<file path="config.mk">
export PLATFORM = sky130hd
export DESIGN_NAME = tdm_demux8_flat
export DESIGN_NICKNAME = d
export VERILOG_FILES = /design/src/rtl/tdm_demux8_if.sv /design/src/rtl/tdm_demux8.sv /design/src/flat_wrapper.sv
export SDC_FILE = /design/constraint.sdc
export NUM_CORES = 1
export LEC_CHECK = 0
export BUFFER_PORTS_ARGS = -buffer_cell sky130_fd_sc_hd__buf_2
export CAP_MARGIN = 20
export CORE_MARGIN = 3
export CORE_UTILIZATION = 50
export CTS_BUF_LIST = sky130_fd_sc_hd__clkbuf_4
export DETAILED_ROUTE_END_ITERATION = 12
export GPL_ROUTABILITY_DRIVEN = 0
export GPL_TIMING_DRIVEN = 0
export PLACE_DENSITY = 0.74
export SETUP_SLACK_MARGIN = 0.3
export SYNTH_ARGS = -nofsm -noshare
export SYNTH_HDL_FRONTEND = slang
export SYNTH_SLANG_ARGS = --single-unit
export TNS_END_PERCENT = 50
</file>
<file path="constraint.sdc">
create_clock -name clk -period 2.25 [get_ports clk]
set_clock_uncertainty 0.15 [all_clocks]
set_input_delay 0 -clock clk [delete_from_list [all_inputs] [get_ports clk]]
set_output_delay 0 -clock clk [all_outputs]
set_load 0.1 [all_outputs]
</file>
<file path="src/rtl/tdm_demux8_if.sv">
// Bus bundle for the 8-slot TDM receive demultiplexer.
// master: serial link side (drives din/din_valid/frame_sync, observes results)
// slave : demultiplexer side (consumes serial samples, drives parallel word and status)
//   din        serial sample for the current slot
//   din_valid  din is valid this cycle
//   frame_sync marks din as slot 0 (qualified by din_valid)
//   ch         last complete frame, slot k at ch[k*WIDTH +: WIDTH]
//   frame_done one-cycle pulse when ch updates
//   locked     aligned to the frame
//   slot       slot index the next valid sample will occupy
//   sync_err   one-cycle pulse on alignment error
//   frame_cnt  completed frames, wrapping
interface tdm_demux8_if #(
   parameter int unsigned WIDTH = 1
);
   localparam int unsigned NSLOT = 8;

   logic [WIDTH-1:0]       din;
   logic                   din_valid;
   logic                   frame_sync;
   logic [NSLOT*WIDTH-1:0] ch;
   logic                   frame_done;
   logic                   locked;
   logic [2:0]             slot;
   logic                   sync_err;
   logic [7:0]             frame_cnt;

   modport master (
      output din, din_valid, frame_sync,
      input  ch, frame_done, locked, slot, sync_err, frame_cnt
   );

   modport slave (
      input  din, din_valid, frame_sync,
      output ch, frame_done, locked, slot, sync_err, frame_cnt
   );
endinterface

</file>
<file path="src/rtl/tdm_demux8.sv">
// 1:8 time-division demultiplexer: receive end of a serial 8-slot TDM link.
// Collects one sample per valid cycle into a shadow register and publishes the
// whole frame on ch one clock after the slot-7 sample. Aligns on frame_sync.
// Ports:
//   clk  rising-edge clock
//   rst  synchronous reset, active-high
//   bus  tdm_demux8_if.slave (din, din_valid, frame_sync in;
//        ch, frame_done, locked, slot, sync_err, frame_cnt out)
// Parameters:
//   WIDTH        bits per channel sample
//   SYNC_STRICT  1: missing frame_sync at slot 0 while locked drops lock
module tdm_demux8 #(
   parameter int unsigned WIDTH       = 1,
   parameter int unsigned SYNC_STRICT = 1
) (
   input  logic         clk,
   input  logic         rst,
   tdm_demux8_if.slave  bus
);
   localparam int unsigned NSLOT   = 8;
   localparam int unsigned NSHADOW = NSLOT - 1;

   typedef enum logic {
      HUNT   = 1'b0,
      LOCKED = 1'b1
   } state_t;

   state_t                 state_q, state_d;
   logic [2:0]             slot_q, slot_d;
   // slot 7 never needs storage: it goes straight from din into ch
   logic [WIDTH-1:0]       shadow_q [NSHADOW];
   logic [WIDTH-1:0]       shadow_d [NSHADOW];
   logic [NSLOT*WIDTH-1:0] ch_q, ch_d;
   logic                   frame_done_q, frame_done_d;
   logic                   sync_err_q, sync_err_d;
   logic                   locked_q;
   logic [7:0]             frame_cnt_q, frame_cnt_d;

   // State and datapath registers
   always_ff @(posedge clk) begin
      if (rst) begin
         state_q      <= HUNT;
         slot_q       <= 3'd0;
         ch_q         <= '0;
         frame_done_q <= 1'b0;
         sync_err_q   <= 1'b0;
         locked_q     <= 1'b0;
         frame_cnt_q  <= 8'd0;
         for (int unsigned k = 0; k < NSHADOW; k++) begin
            shadow_q[k] <= '0;
         end
      end else begin
         state_q      <= state_d;
         slot_q       <= slot_d;
         ch_q         <= ch_d;
         frame_done_q <= frame_done_d;
         sync_err_q   <= sync_err_d;
         locked_q     <= (state_d == LOCKED);
         frame_cnt_q  <= frame_cnt_d;
         shadow_q     <= shadow_d;
      end
   end

   // Next-state, shadow capture and frame publication
   always_comb begin
      state_d      = state_q;
      slot_d       = slot_q;
      shadow_d     = shadow_q;
      ch_d         = ch_q;
      frame_cnt_d  = frame_cnt_q;
      frame_done_d = 1'b0;
      sync_err_d   = 1'b0;

      if (bus.din_valid) begin
         case (state_q)
            HUNT: begin
               if (bus.frame_sync) begin
                  shadow_d[0] = bus.din;
                  slot_d      = 3'd1;
                  state_d     = LOCKED;
               end
            end
            LOCKED: begin
               if (slot_q == 3'd0) begin
                  if (bus.frame_sync || (SYNC_STRICT == 0)) begin
                     shadow_d[0] = bus.din;
                     slot_d      = 3'd1;
                  end else begin
                     sync_err_d = 1'b1;
                     state_d    = HUNT;
                     slot_d     = 3'd0;
                  end
               end else if (bus.frame_sync) begin
                  // early sync: abandon partial frame, realign on this sample
                  sync_err_d  = 1'b1;
                  shadow_d[0] = bus.din;
                  slot_d      = 3'd1;
               end else if (slot_q == 3'd7) begin
                  for (int unsigned k = 0; k < NSHADOW; k++) begin
                     ch_d[k*WIDTH +: WIDTH] = shadow_q[k];
                  end
                  ch_d[NSHADOW*WIDTH +: WIDTH] = bus.din;
                  frame_done_d = 1'b1;
                  frame_cnt_d  = frame_cnt_q + 8'd1;
                  slot_d       = 3'd0;
               end else begin
                  shadow_d[slot_q] = bus.din;
                  slot_d           = slot_q + 3'd1;
               end
            end
         endcase
      end
   end

   assign bus.ch         = ch_q;
   assign bus.frame_done = frame_done_q;
   assign bus.locked     = locked_q;
   assign bus.slot       = slot_q;
   assign bus.sync_err   = sync_err_q;
   assign bus.frame_cnt  = frame_cnt_q;
endmodule
</file>
<file path="src/flat_wrapper.sv">
// flat-port wrapper written by rule: the top's interface ports become plain ports
module tdm_demux8_flat 
#(
   parameter int unsigned WIDTH       = 1,
   parameter int unsigned SYNC_STRICT = 1
)
  (clk, rst, bus_din, bus_din_valid, bus_frame_sync, bus_ch, bus_frame_done, bus_locked, bus_slot, bus_sync_err, bus_frame_cnt);
  tdm_demux8_if #(.WIDTH(WIDTH)) bus_i ();
  input  logic clk;
  input  logic rst;
  input wire logic [$bits(bus_i.din)-1:0] bus_din;
  input wire logic [$bits(bus_i.din_valid)-1:0] bus_din_valid;
  input wire logic [$bits(bus_i.frame_sync)-1:0] bus_frame_sync;
  output wire logic [$bits(bus_i.ch)-1:0] bus_ch;
  output wire logic [$bits(bus_i.frame_done)-1:0] bus_frame_done;
  output wire logic [$bits(bus_i.locked)-1:0] bus_locked;
  output wire logic [$bits(bus_i.slot)-1:0] bus_slot;
  output wire logic [$bits(bus_i.sync_err)-1:0] bus_sync_err;
  output wire logic [$bits(bus_i.frame_cnt)-1:0] bus_frame_cnt;
  assign bus_i.din = bus_din;
  assign bus_i.din_valid = bus_din_valid;
  assign bus_i.frame_sync = bus_frame_sync;
  assign bus_ch = bus_i.ch;
  assign bus_frame_done = bus_i.frame_done;
  assign bus_locked = bus_i.locked;
  assign bus_slot = bus_i.slot;
  assign bus_sync_err = bus_i.sync_err;
  assign bus_frame_cnt = bus_i.frame_cnt;
  tdm_demux8 #(.WIDTH(WIDTH), .SYNC_STRICT(SYNC_STRICT)) u_core (.clk(clk), .rst(rst), .bus(bus_i));
endmodule
</file>
==> impl_metrics.tcl, run 1 <==
set metrics [dict create \
    status "finished, final reports clean" \
    start_util_pct 55.67 \
    cp.required_ns 2.30 \
    track_usage_pct 17.95 \
    fin_setup_tns_ns 0 \
    vias 1154 \
    drt_first_pass_iters 4 \
    r2r_start "u_core.bus.slot[0]$_SDFFE_PP0P_" \
    cts.sinks 29 \
    htreeDepth 2 \
    pin_count 27 \
    drt_iter0_drc 32 \
    clkLatencyLatePin_ns 0.32 \
    first_global_vias 1023 \
    end_kind "flip-flop" \
    grt_max_degree 11 \
    diodes 0 \
    fp.coreArea_mm2 0.002340 \
    p_per_area_mw_per_mm2 562.4 \
    syn_area_per_cell_um2 8.801 \
    timing.fmax_mhz 539.9 \
    wl_per_cell_um 12.85 \
    nNetsFinal 196 \
    netlist_instances 148 \
    path_class "flip-flop to flip-flop" \
    clk_pin_slew_ns 0.10 \
    fillers 193 \
    grt_overflow 0 \
    numPortBuffers 24 \
    row_count 17 \
    die_h_um 57.04 \
    timing.final.crit_share_pct 82.32 \
    synth_edf_count 0 \
    arrival_ns 1.91 \
    async_flop_share_pct 0 \
    worst_pin_slew_ns 0.4953 \
    synth_top_flop_cell "dfxtp_1" \
    cts_buffer_depth 2 \
    finalMaxSlewViolations 0 \
    grt_pass1_wl_mm 4.643 \
    areaGrowthSynthToFinish_pct 24.50 \
    rsz0062_at_grt "false" \
    cap_violations 0 \
    path_max_fanout 10 \
    crit_path_end "u_core.bus.frame_cnt[5]$_SDFFE_PP0P_" \
    cts_made_buffers 5 \
    rr_endpoint "u_core.bus.frame_cnt[5]$_SDFFE_PP0P_" \
    antenna_found_initial 0 \
    peakVddDrop_uv 416.4 \
    hpwl_mm 1.920 \
    crit_start "u_core.bus.slot[0]$_SDFFE_PP0P_" \
    cp-start-kind "flip-flop" \
    fp.dieW_um 57.04 \
    netlist-cell-type-count 32 \
    ys_seq_elements 29 \
    hold_class "flip-flop to flip-flop" \
    drc 0 \
    via_per_inst 5.418 \
    min_period_ns 1.852 \
    ys_seq_area_share_pct 44.57 \
    rr_worst_depth 10 \
    cts_tree "yes" \
    hold_viol 0 \
    yosysWarningCount 0 \
    drive_above_1_share_pct 29.73 \
    p_leak_nw 0.7501 \
    fin_hold_ws_ns 0.3068 \
    die_area_mm2 0.003254 \
    ant_nets 0 \
    synth_fp_nets 160 \
    relSlewSlack_pct 66.98 \
    r2r_slack_ns 0.40 \
    cts_root_buf "clkbuf_4" \
    setup_viol 0 \
    final_util_pct 69.30 \
    wirelength_mm 2.736 \
    mappedNetlistArea_mm2 0.001302 \
]
cell usage after synthesis (3+ instances only):
cell,instances,area [um2]
a21oi_1,10,50.05
nand4_1,6,37.54
inv_1,4,15.01
ha_1,7,87.58
clkbuf_1,4,15.01
nor2_1,21,78.83
nand2_1,24,90.09
xor2_1,3,26.28
mux2i_1,6,60.06
nand3_1,3,15.01
xnor2_1,4,35.03
dfxtp_1,29,580.6
timing repair:
item,in CTS,in global routing
endpoints found under the hold margin,12,0
gates resized for setup,0,0
setup endpoints to repair,0,1
hold buffers,4,0
setup buffers,0,1
critical path, cell delays in order, from the launching register on:
cell     delay (ns)
dfxtp_4        0.40
inv_2          0.05
ha_4           0.15
nor2b_4        0.14
inv_1          0.06
ha_2           0.20
nand4_4        0.12
buf_6          0.17
nor3_4         0.12
xnor2_1        0.13
nor2_1         0.05
layout make-up:
class	instances	area (um2)	share of cell area [%]
clock buffer	5	37.54	2.315
inverter	4	17.52	1.080
timing repair buffer	29	167.7	10.34
sequential	29	596.8	36.81
buffer	8	47.55	2.932
clock inverter	3	16.27	1.003
tap	28	35.03	2.160
multi-input combinational	107	703.2	43.36
sequential cells by signal, summed over array words and instances, names as in the netlist:
name	count
u_core.bus.ch	8
u_core.bus.frame_cnt	8
u_core.shadow_q	7
u_core.bus.slot	3
u_core.bus.frame_done	1
u_core.bus.sync_err	1
u_core.state_q	1
cells in the final DEF, fill, tap and decap left out, types with 2 or more instances in the layout:
cell,count
xnor2_1,4
nand3_1,3
inv_4,2
nor2_1,21
ha_1,5
nor3b_1,2
buf_2,26
clkbuf_1,4
dfxtp_4,2
dfxtp_1,20
a21oi_1,10
mux2i_1,6
a22oi_1,2
clkinv_2,2
nand2_1,24
xor2_1,3
nor3_1,2
nand4_1,6
dfxtp_2,7
dlygate4sd3_1,4
buf_6,2
o21ai_0,2
clkbuf_4,5
and3b_1,2
inv_1,2
worst min-delay path by stage:
stage                                              from                              end  slack (ns)  cells past startpoint
after global placement                              rst  u_core.shadow_q[6]$_SDFFE_PP0P_        0.15                      3
after detailed placement                            rst  u_core.shadow_q[6]$_SDFFE_PP0P_        0.15                      3
after global routing      u_core.bus.ch[7]$_SDFFE_PP0P_    u_core.bus.ch[7]$_SDFFE_PP0P_        0.33                      2
after CTS                 u_core.bus.ch[7]$_SDFFE_PP0P_    u_core.bus.ch[7]$_SDFFE_PP0P_        0.31                      2
after floorplan                          bus_frame_sync  u_core.shadow_q[6]$_SDFFE_PP0P_      0.0002                      2
final                     u_core.bus.ch[7]$_SDFFE_PP0P_    u_core.bus.ch[7]$_SDFFE_PP0P_        0.31                      2
layer usage:
metal	share of wire (%)	global-route usage, %	vias up	wire, um
li1	-	-	577	-
met1	47	24.48	537	1291
met2	46	27.90	35	1248
met3	6.0	4.977	5	163
met4	1.2	4.967	0	33
met5	0	0	-	0
cells by family (layout without fill, tap and decap cells):
kind of cell / count (synthesis) / in the layout / share of synthesized area, %
muxes: 6 / 6 / 4.611
DFF: 29 / 29 / 44.57
buffers and inverters: 12 / 49 / 4.514
AOI/OAI and AO/OA: 18 / 18 / 8.261
and+or+nand+nor: 69 / 69 / 26.61
xor gates and xnor gates: 7 / 7 / 4.707
adders and majority gates: 7 / 7 / 6.724
stage by stage:
step / instances / instance area, um2 / worst slack [ns] / total power, W
after global placement: 200 / 1520 / 0.4146 / 0.0006091
after CTS: 212 / 1614 / 0.3645 / 0.0009147
after global routing: 213 / 1622 / 0.3033 / 0.0009561
final: 213 / 1622 / 0.3979 / 0.0009119
after floorplan: 148 / 1365 / 0.2195 / 0.0005930
after detailed placement: 200 / 1520 / 0.3735 / 0.0006105
where the power goes:
group	switching, W	internal [W]
combinational	0.0000562	0.0000259
clock	0.000189	0.000119
sequential	0.00000692	0.000516
No activity file was read; power rests on OpenSTA's default activity.
==> run 2, diff against run 1 <==
- clock period: 2.25 -> 1.8 ns (I/O delays scaled with it)
==> run 2 against run 1 <==
Net effect:
- register-to-register slack got worse by 0.38 ns
- critical path depth did not move
- wire length rose by 12%
- critical path type unchanged
- largest cell class unchanged
- highest routed layer unchanged
==> impl_metrics.tcl, run 2 (same netlist as run 1, synthesis figures left out) <==
set metrics [dict create \
    path_class "flip-flop to flip-flop" \
    timing.final.crit_share_pct 99.01 \
    final_cell_mix "buf_2, nor2_1, dfxtp_1, nand2_1, nand2_2" \
    peakVddDrop_uv 581.4 \
    fp.coreArea_mm2 0.002340 \
    grt_max_degree 11 \
    drc 0 \
    relSlewSlack_pct 59.01 \
    path_max_fanout 4 \
    rr_endpoint "u_core.bus.frame_cnt[5]$_SDFFE_PP0P_" \
    final_common_cell "buf_2" \
    diodes 0 \
    cts_tree "yes" \
    p_per_area_mw_per_mm2 637.1 \
    cp-start-kind "flip-flop" \
    start_util_pct 55.67 \
    cts_buffer_depth 2 \
    r2r_start "u_core.bus.slot[1]$_SDFFE_PP0P_" \
    setup_viol 0 \
    die_area_mm2 0.003254 \
    htreeDepth 2 \
    vias 1196 \
    wl_per_cell_um 14.05 \
    met2WireLength_mm 1.471 \
    rr_worst_depth 10 \
    arrival_ns 1.83 \
    fin_setup_tns_ns 0 \
    grt_overflow 0 \
    hpwl_mm 1.971 \
    track_usage_pct 18.76 \
    areaGrowthSynthToFinish_pct 36.02 \
    cts.sinks 29 \
    r2r_slack_ns 0.02 \
    min_to "u_core.bus.slot[2]$_SDFFE_PP0P_" \
    fillers 170 \
    clk_pin_slew_ns 0.09 \
    cp.required_ns 1.84 \
    cap_violations 0 \
    cts_made_buffers 5 \
    numPortBuffers 24 \
    worstHoldStart "bus_frame_sync" \
    row_count 17 \
    seq_area_um2 596.8 \
    drt_first_pass_iters 4 \
    rsz0062_at_grt "true" \
    pin_count 27 \
    wl_met1_mm 1.381 \
    ant_nets 0 \
    hold_viol 0 \
    drt_iter0_drc 34 \
    post-place-ws_ns -0.06481 \
    grt_pass1_wl_mm 4.761 \
    clkLatencyLatePin_ns 0.32 \
    cts_root_buf "clkbuf_4" \
    wirelength_mm 3.076 \
    drive_above_1_share_pct 40.84 \
    via_per_inst 5.461 \
    fin_ws_ns 0.01787 \
    finalMaxSlewViolations 0 \
    top_layer "met4" \
    min_period_ns 1.782 \
    end_kind "flip-flop" \
    total_power_w 0.001129 \
    p_leak_nw 0.8274 \
    first_global_vias 1041 \
    wl_met3_um 188 \
    die_h_um 57.04 \
    nNetsFinal 202 \
    whs_path_depth 4 \
    worst_pin_slew_ns 0.6149 \
    timing.fmax_mhz 561.1 \
    multi_input_area_um2 797.0 \
    hold_class "input pin to flip-flop" \
    fp.dieW_um 57.04 \
    status "finished, final reports clean" \
    antenna_found_initial 0 \
]
run 2: changes by cell type in the layout (fill, tap and decap cells not counted), sizes merged:
cell | previous run | this run
buf | 29 | 35
clkinv | 2 | 3
inv | 5 | 4
run 2: timing repair:
action / in CTS / in global routing
hold buffers: 4 / 0
resized for setup: 9 / 20
pin swaps: 3 / 10
hold endpoints to repair: 12 / 0
gates cloned: 1 / 0
buffers inserted: 6 / 0
endpoints found under the setup margin: 27 / 28
run 2: worst max path at each step:
| stage | cells past startpoint | endpoint | slack (ns) | startpoint |
|---|---|---|---|---|
| 5_1_grt | 9 | u_core.bus.frame_cnt[4]$_SDFFE_PP0P_ | -0.07 | u_core.bus.slot[1]$_SDFFE_PP0P_ |
| 3_5_place_dp | 10 | u_core.bus.frame_cnt[5]$_SDFFE_PP0P_ | -0.06 | u_core.bus.slot[1]$_SDFFE_PP0P_ |
| 3_3_place_gp | 10 | u_core.bus.frame_cnt[5]$_SDFFE_PP0P_ | -0.04 | u_core.bus.slot[1]$_SDFFE_PP0P_ |
| 2_1_floorplan | 10 | u_core.bus.frame_cnt[5]$_SDFFE_PP0P_ | -0.23 | u_core.bus.slot[1]$_SDFFE_PP0P_ |
| 4_1_cts | 10 | u_core.bus.frame_cnt[5]$_SDFFE_PP0P_ | 0.008 | u_core.bus.slot[1]$_SDFFE_PP0P_ |
| 6_report | 10 | u_core.bus.frame_cnt[5]$_SDFFE_PP0P_ | 0.02 | u_core.bus.slot[1]$_SDFFE_PP0P_ |
run 2: metrics by stage:
stage	util, %	cells	hold WS (ns)	instance area, um2
finish	75.72	219	0.02875	1772
global route	75.72	219	0.04331	1772
CTS	72.73	219	0.009199	1702
detailed placement	64.97	200	0.1589	1520
global placement	64.97	200	0.1447	1520
floorplan	-	148	0.0002473	1365
run 2: report_power, final:
group	switching [W]	internal, W	leakage, nW
logic	0.0000802	0.0000396	0.558
registers	0.00000681	0.000644	0.239
clock network	0.000217	0.000141	0.0300
run 2: final cells by class:
class                   count  area share [%]
multi-input cells         107           44.99
flip-flops and latches     29           33.69
repair buffers             35           12.64
plain buffers               8           2.895
clock buffers               5           2.119
well taps                  28           1.977
inverters                   4          0.9887
clock inverters             3          0.7062
run 2: layer usage:
layer / global-route usage, % / up-vias
li1: - / 594
met3: 5.204 / 4
met5: 0 / -
met1: 24.27 / 555
met4: 7.285 / 0
met2: 29.69 / 43
run 2: critical path, stage by stage, from the launching register on:
cell and delay [ns]:
dfxtp_4 0.38, inv_4 0.04, ha_4 0.15, nor2b_4 0.12, inv_2 0.06, ha_4 0.14
nand4_4 0.13, buf_8 0.16, nor3_4 0.12, xnor2_1 0.14, nor2_1 0.05
